[config.mk]
export PLATFORM = sky130hd
export DESIGN_NAME = lif_scheduler_flat
export DESIGN_NICKNAME = d
export VERILOG_FILES = /design/src/rtl/lif_scheduler_if.sv /design/src/rtl/lif_scheduler.sv /design/src/flat_wrapper.sv
export SDC_FILE = /design/constraint.sdc
export NUM_CORES = 1
export LEC_CHECK = 0
export CAP_MARGIN = 40
export CORE_MARGIN = 2
export CORE_UTILIZATION = 52
export DETAILED_ROUTE_END_ITERATION = 10
export PLACE_DENSITY = 0.79
export SLEW_MARGIN = 20
export SYNTH_ARGS = -nofsm -noshare
export SYNTH_HDL_FRONTEND = slang
export SYNTH_SLANG_ARGS = --single-unit
[constraint.sdc]
create_clock -name clk -period 3.4 [get_ports clk]
set_input_delay 0.34 -clock clk [delete_from_list [all_inputs] [get_ports clk]]
set_output_delay 0.34 -clock clk [all_outputs]
set_load 0.02 [all_outputs]
[src/rtl/lif_scheduler_if.sv]
// Bundled control, write, readback and status signals for lif_scheduler.
// Latency: none; this is a signal bundle only.
// Backpressure: none; step arriving while busy is flagged by the block, not stalled.
interface lif_scheduler_if #(
    parameter int N_NEUR = 4
);
    localparam int AW = $clog2(N_NEUR);

    logic              step;
    logic              wr_en;
    logic [AW-1:0]     wr_addr;
    logic [7:0]        wr_data;
    logic [AW-1:0]     rd_addr;
    logic [7:0]        rd_state;
    logic              busy;
    logic              done;
    logic [N_NEUR-1:0] spike_vec;
    logic [7:0]        spike_cnt;
    logic              overrun;

    // Driver side: issues timesteps, writes currents, selects readback.
    modport master (
        output step, wr_en, wr_addr, wr_data, rd_addr,
        input  rd_state, busy, done, spike_vec, spike_cnt, overrun
    );

    // Scheduler side.
    modport slave (
        input  step, wr_en, wr_addr, wr_data, rd_addr,
        output rd_state, busy, done, spike_vec, spike_cnt, overrun
    );
endinterface

[src/rtl/lif_scheduler.sv]
// Time-multiplexed leaky integrate-and-fire scheduler: one shared update datapath sweeps N_NEUR neurons per step.
// Latency: step sampled at edge t -> done pulse in cycle t+N_NEUR+1; rd_state is one cycle behind rd_addr.
// Backpressure: none; a step while busy is dropped and raises the sticky overrun flag.
module lif_scheduler #(
    parameter int          N_NEUR = 4,
    parameter logic [7:0]  THRESH = 8'd200
) (
    input  logic           clk,
    input  logic           reset,
    lif_scheduler_if.slave bus
);
    localparam int AW = $clog2(N_NEUR);

    typedef enum logic [1:0] {
        S_IDLE   = 2'd0,
        S_UPDATE = 2'd1,
        S_DONE   = 2'd2
    } state_t;

    state_t            state_q, state_d;
    logic [AW-1:0]     idx_q, idx_d;
    logic [7:0]        cur_q [N_NEUR];
    logic [7:0]        st_q  [N_NEUR];
    logic [N_NEUR-1:0] shadow_q, shadow_d;
    logic [N_NEUR-1:0] spike_vec_q, spike_vec_d;
    logic [7:0]        spike_cnt_q, spike_cnt_d;
    logic              overrun_q, overrun_d;
    logic [7:0]        rd_q;

    logic              busy;
    logic [7:0]        cur_sel;
    logic [7:0]        st_sel;
    logic              sp;
    logic [8:0]        sum9;
    logic [7:0]        st_next;
    logic [4:0]        pop;
    logic [8:0]        cnt_sum;

    assign busy = (state_q != S_IDLE);

    // Shared LIF datapath for the neuron selected by idx; sum is kept in 9 bits and clipped.
    always_comb begin
        cur_sel = cur_q[idx_q];
        st_sel  = st_q[idx_q];
        sp      = (st_sel >= THRESH);
        sum9    = {1'b0, cur_sel} + (sp ? 9'd0 : {2'b00, st_sel[7:1]});
        st_next = sum9[8] ? 8'hFF : sum9[7:0];
    end

    // Spike count of the finished sweep and the saturated running total.
    always_comb begin
        pop = '0;
        for (int i = 0; i < N_NEUR; i++) begin
            pop = pop + 5'(shadow_q[i]);
        end
        cnt_sum = {1'b0, spike_cnt_q} + {4'b0000, pop};
    end

    // Next-state logic: sweep sequencing, spike collection, result publication, overrun.
    always_comb begin
        state_d     = state_q;
        idx_d       = idx_q;
        shadow_d    = shadow_q;
        spike_vec_d = spike_vec_q;
        spike_cnt_d = spike_cnt_q;
        overrun_d   = overrun_q | (bus.step & busy);
        case (state_q)
            S_IDLE: begin
                if (bus.step) begin
                    state_d  = S_UPDATE;
                    idx_d    = '0;
                    shadow_d = '0;
                end
            end
            S_UPDATE: begin
                shadow_d[idx_q] = sp;
                idx_d           = idx_q + AW'(1);
                if (idx_q == AW'(N_NEUR - 1)) begin
                    state_d = S_DONE;
                end
            end
            S_DONE: begin
                spike_vec_d = shadow_q;
                spike_cnt_d = cnt_sum[8] ? 8'hFF : cnt_sum[7:0];
                state_d     = S_IDLE;
            end
            default: begin
                state_d = S_IDLE;
            end
        endcase
    end

    // Control and status registers; reset aborts any sweep in flight.
    always_ff @(posedge clk or posedge reset) begin
        if (reset) begin
            state_q     <= S_IDLE;
            idx_q       <= '0;
            shadow_q    <= '0;
            spike_vec_q <= '0;
            spike_cnt_q <= '0;
            overrun_q   <= 1'b0;
        end else begin
            state_q     <= state_d;
            idx_q       <= idx_d;
            shadow_q    <= shadow_d;
            spike_vec_q <= spike_vec_d;
            spike_cnt_q <= spike_cnt_d;
            overrun_q   <= overrun_d;
        end
    end

    // Input current registers; a write to the neuron being updated lands after the datapath read it.
    always_ff @(posedge clk or posedge reset) begin
        if (reset) begin
            for (int i = 0; i < N_NEUR; i++) begin
                cur_q[i] <= '0;
            end
        end else if (bus.wr_en) begin
            cur_q[bus.wr_addr] <= bus.wr_data;
        end
    end

    // Membrane state: only the neuron under update changes.
    always_ff @(posedge clk or posedge reset) begin
        if (reset) begin
            for (int i = 0; i < N_NEUR; i++) begin
                st_q[i] <= '0;
            end
        end else if (state_q == S_UPDATE) begin
            st_q[idx_q] <= st_next;
        end
    end

    // Registered membrane readback.
    always_ff @(posedge clk or posedge reset) begin
        if (reset) begin
            rd_q <= '0;
        end else begin
            rd_q <= st_q[bus.rd_addr];
        end
    end

    assign bus.rd_state  = rd_q;
    assign bus.busy      = busy;
    assign bus.done      = (state_q == S_DONE);
    assign bus.spike_vec = spike_vec_q;
    assign bus.spike_cnt = spike_cnt_q;
    assign bus.overrun   = overrun_q;
endmodule

[src/flat_wrapper.sv]
// flat-port wrapper written by rule: the top's interface ports become plain ports
module lif_scheduler_flat 
#(
    parameter int          N_NEUR = 4,
    parameter logic [7:0]  THRESH = 8'd200
)
  (clk, reset, bus_step, bus_wr_en, bus_wr_addr, bus_wr_data, bus_rd_addr, bus_rd_state, bus_busy, bus_done, bus_spike_vec, bus_spike_cnt, bus_overrun);
  lif_scheduler_if #(.N_NEUR(N_NEUR)) bus_i ();
  input  logic clk;
  input  logic reset;
  input wire logic [$bits(bus_i.step)-1:0] bus_step;
  input wire logic [$bits(bus_i.wr_en)-1:0] bus_wr_en;
  input wire logic [$bits(bus_i.wr_addr)-1:0] bus_wr_addr;
  input wire logic [$bits(bus_i.wr_data)-1:0] bus_wr_data;
  input wire logic [$bits(bus_i.rd_addr)-1:0] bus_rd_addr;
  output wire logic [$bits(bus_i.rd_state)-1:0] bus_rd_state;
  output wire logic [$bits(bus_i.busy)-1:0] bus_busy;
  output wire logic [$bits(bus_i.done)-1:0] bus_done;
  output wire logic [$bits(bus_i.spike_vec)-1:0] bus_spike_vec;
  output wire logic [$bits(bus_i.spike_cnt)-1:0] bus_spike_cnt;
  output wire logic [$bits(bus_i.overrun)-1:0] bus_overrun;
  assign bus_i.step = bus_step;
  assign bus_i.wr_en = bus_wr_en;
  assign bus_i.wr_addr = bus_wr_addr;
  assign bus_i.wr_data = bus_wr_data;
  assign bus_i.rd_addr = bus_rd_addr;
  assign bus_rd_state = bus_i.rd_state;
  assign bus_busy = bus_i.busy;
  assign bus_done = bus_i.done;
  assign bus_spike_vec = bus_i.spike_vec;
  assign bus_spike_cnt = bus_i.spike_cnt;
  assign bus_overrun = bus_i.overrun;
  lif_scheduler #(.N_NEUR(N_NEUR), .THRESH(THRESH)) u_core (.clk(clk), .reset(reset), .bus(bus_i));
endmodule
==> run_results.csv <==
group,metric,value,unit
floorplan,die_w,98.3,um
drt,drt_pass1_iterations,4,
synth,synth_most_common_cell,"dfrtp_1",
cts,clock_tree.buffer_depth,2,
floorplan,die_area,9660,um2
power,power.density_cell_area,1050,nW/um2
synth,yosys_register_bits,93,
place,detailed_place.area,5160,um2
global_routing,antenna_found_initial,0,
sta,tns,0,ps
critical_path,regToRegStartpoint,"u_core.idx_q[0]$_DFFE_PP0P_",
global_routing,globalRouteOverflowTotal,0,
floorplan,std_cell_rows,34,
run,max_cap_violations,0,
drt,wire_per_inst,17.1,um
drt,via_per_inst,5.82,
cts,cts.root.buffer_cell,"clkbuf_8",
synth,synthesis.yosys.warnings,0,
synth,netlist_instances,380,
global_routing,grt_first_pass_wirelength,15.6,mm
cts,numCtsBuffers,9,
sta,fmaxAchievable,315,MHz
sta,fin_crit_sh,0.934,
cts,tritoncts_clock_tree,"built",
synth,synth-edff-count,0,
synth,syn_avg_cell_area,12.2,um2
status,run_status,"completed",
cts,ctsHtreeMaxLevel,3,
critical_path,r2r_setup_slack,220,ps
power,power_leakage,2.35,nW
drt,wl_met2,4.38,mm
sta,timing_max_transition_violations_final,0,
sta,finalCriticalPeriod,3180,ps
synth,syn-cell-area,4620,um2
drt,route.detailed.drc,0,
drt,drt_first_iter_violations,172,
critical_path,worstPathRequired,3640,ps
sta,max_slew_headroom,0.508,
place,port_buffers,38,
worst_hold_path,hold_path.class,"input port to async pin",
cells_and_area,nets,458,
place,place.detailed.instances,520,
cells_and_area,insertedDiodeCount,0,
synth,synth_top_cells_by_area,"dfrtp_1, mux4_2, mux2_2",
cells_and_area,summed_area_of_non_filler_cells_in_the_final_layout,5340,um2
floorplan,io_pins,39,
critical_path,cp-start-kind,"flop",
cells_and_area,fin_cells,536,
synth,synthTopCellsByCount,"dfrtp_1, nand2_1, mux2_2, o21ai_0, mux4_2",
sta,hold_viol_final,0,
critical_path,path_max_fanout,8,
synth,synth-main-ff-cell,"dfrtp_1",
drt,met3_length,453,um
sta,fin_worst_skew,10.9,ps
drt,maxUsedRoutingLayer,"met4",
critical_path,timing.reg2reg.worst_path_depth,8,
place,dp_hpwl,6.60,mm
place,routabilityCongestion,0.916,
drt,wirelength_met1,4.16,mm
critical_path,crit_path_end,"u_core.st_q[21]$_DFFE_PP0P_",
floorplan,floorplan.initialDensity,0.533,
cells_and_area,synthToLayoutAreaGrowth,15.4,%
floorplan,coreArea,8680,um2
synth,postSynth.asyncResetShare,1.00,
critical_path,timing.critical_path.arrival,3410,ps
drt,route.final.wire_length,9.14,mm
cts,worst_skew_late_latency,360,ps
cts,postCtsSetupRepairBufs,0,
global_routing,grt_usage,0.204,
power,irDropWorstVdd,0.559,mV
synth,synth_top_area_cell,"dfrtp_1",
sta,worstMarginPinSlew,735,ps
critical_path,reg2reg_to,"u_core.st_q[21]$_DFFE_PP0P_",
critical_path,critPathCaptureType,"flop",
floorplan,dieHeight,98.3,um
synth,synth_fp_nets,415,
synth,ys_seq_area_frac,0.504,
critical_path,setup.worst_path.start,"u_core.idx_q[0]$_DFFE_PP0P_",
drt,final_antenna_net_count,0,
synth,yosysTopAreaCellShare,0.504,
place,post-place-ws,105,ps
global_routing,number_of_global_route_vias_before_repair,3161,
sta,setup_viol_count_final,0,
sta,timing.final.ws_setup,225,ps
synth,synth_cell_types,48,
critical_path,start_to_end_type_of_the_worst_setup_path,"flop to flop",
cts,clock-sinks,93,
cts,cts.reportedPaths.clkPinSlew,90,ps
global_routing,grt_max_degree,41,
sta,unrepaired_setup_endpoints_after_global_routing,"no",
drt,vias,3119,
cells_and_area,final_layout_size_suffix_gt1_frac,0.199,
## metal layers
layer / global-route usage / vias to the layer above
met4: 0.0685 / 0
li1: - / 1466
met1: 0.289 / 1544
met5: 0 / -
met3: 0.0322 / 15
met2: 0.328 / 94
## placed cells by master, fill, tap and decap left out, types with 2 or more instances in the layout
| master | netlist | final |
|---|---|---|
| a21o_1 | 7 | 7 |
| a21oi_1 | 10 | 10 |
| a31oi_1 | 4 | 4 |
| and2_1 | 7 | 7 |
| buf_12 | 0 | 2 |
| buf_4 | 0 | 5 |
| clkbuf_8 | 0 | 9 |
| clkdlybuf4s50_1 | 0 | 38 |
| clkinv_2 | 0 | 4 |
| clkinv_4 | 0 | 2 |
| dfrtp_1 | 93 | 91 |
| dfrtp_2 | 0 | 2 |
| fa_1 | 3 | 3 |
| ha_1 | 16 | 16 |
| inv_1 | 17 | 16 |
| mux2_2 | 32 | 32 |
| mux2i_1 | 2 | 2 |
| mux4_1 | 3 | 3 |
| mux4_2 | 20 | 20 |
| nand2_1 | 53 | 53 |
| nand3_1 | 17 | 17 |
| nand3b_1 | 2 | 2 |
| nor2_1 | 12 | 12 |
| nor3_1 | 2 | 2 |
| o211ai_1 | 2 | 2 |
| o21a_1 | 3 | 3 |
| o21ai_0 | 31 | 31 |
| o21ai_1 | 4 | 4 |
| or3_1 | 2 | 2 |
| xnor2_1 | 3 | 3 |
| xor2_1 | 2 | 2 |
## area by class of cell
type | count | area (um2)
clock buffers | 10 | 128
clock inverters | 6 | 40.0
fillers | 735 | 3340
inverters | 18 | 68.8
multi-input cells | 256 | 2180
flip-flops and latches | 93 | 2330
well taps | 108 | 135
repair buffers | 45 | 458
## worst min-delay path by stage
stage               slack (ps)                            to                         start  cells after the start
floorplan                  440    u_core.st_q[8]$_DFFE_PP0P_    u_core.st_q[8]$_DFFE_PP0P_                      2
global placement           440  u_core.bus.overrun$_DFF_PP0_  u_core.bus.overrun$_DFF_PP0_                      1
detailed placement         440  u_core.bus.overrun$_DFF_PP0_  u_core.bus.overrun$_DFF_PP0_                      1
CTS                        270  u_core.cur_q[22]$_DFFE_PP0P_                         reset                      2
global route               280  u_core.cur_q[22]$_DFFE_PP0P_                         reset                      2
finish                     260  u_core.cur_q[22]$_DFFE_PP0P_                         reset                      2
## sequential cells by signal, indices dropped and copies added (netlist names)
| name | cells |
|---|---|
| u_core.cur_q | 32 |
| u_core.st_q | 32 |
| u_core.bus.rd_state | 8 |
| u_core.bus.spike_cnt | 8 |
| u_core.bus.spike_vec | 4 |
| u_core.shadow_q | 4 |
| u_core.idx_q | 2 |
| u_core.state_q | 2 |
| u_core.bus.overrun | 1 |
## through the flow
stage	total power, W	hold slack (ps)	utilization
after floorplan	0.00406	445	-
after global placement	0.00478	437	0.592
after detailed placement	0.00490	443	0.594
after CTS	0.00556	266	0.614
after global routing	0.00607	280	0.615
final	0.00561	258	0.615
## report_power, final
| part | switching [W] | internal, W | leakage, nW |
|---|---|---|---|
| Combinational | 0.00178 | 0.00140 | 1.12 |
| Clock | 0.000388 | 0.000265 | 0.0860 |
| Sequential | 0.000279 | 0.00150 | 1.14 |
## worst max-delay path, cell delays in order (launching register included)
cell and delay (ps):
dfrtp_2 500, mux4_2 560, o311ai_2 400, and2_1 240
ha_1 250, a211o_1 340, a41o_1 270, a2111oi_4 350
a31oi_1 140
## repair_timing
action                     CTS  global route
gates resized for setup      0             4
setup endpoints to repair    0            26
hold buffers                 0             0
## logic make-up after synthesis
family	after synthesis	synth area share
and+or+nand+nor	99	0.0956
DFF	93	0.504
AOI/OAI and AO/OA	76	0.111
muxes	57	0.197
buffers and inverters	31	0.0273
adders and majority gates	19	0.0563
xor gates and xnor gates	5	0.00948
Note: power is estimated with default switching activity, not from simulation.
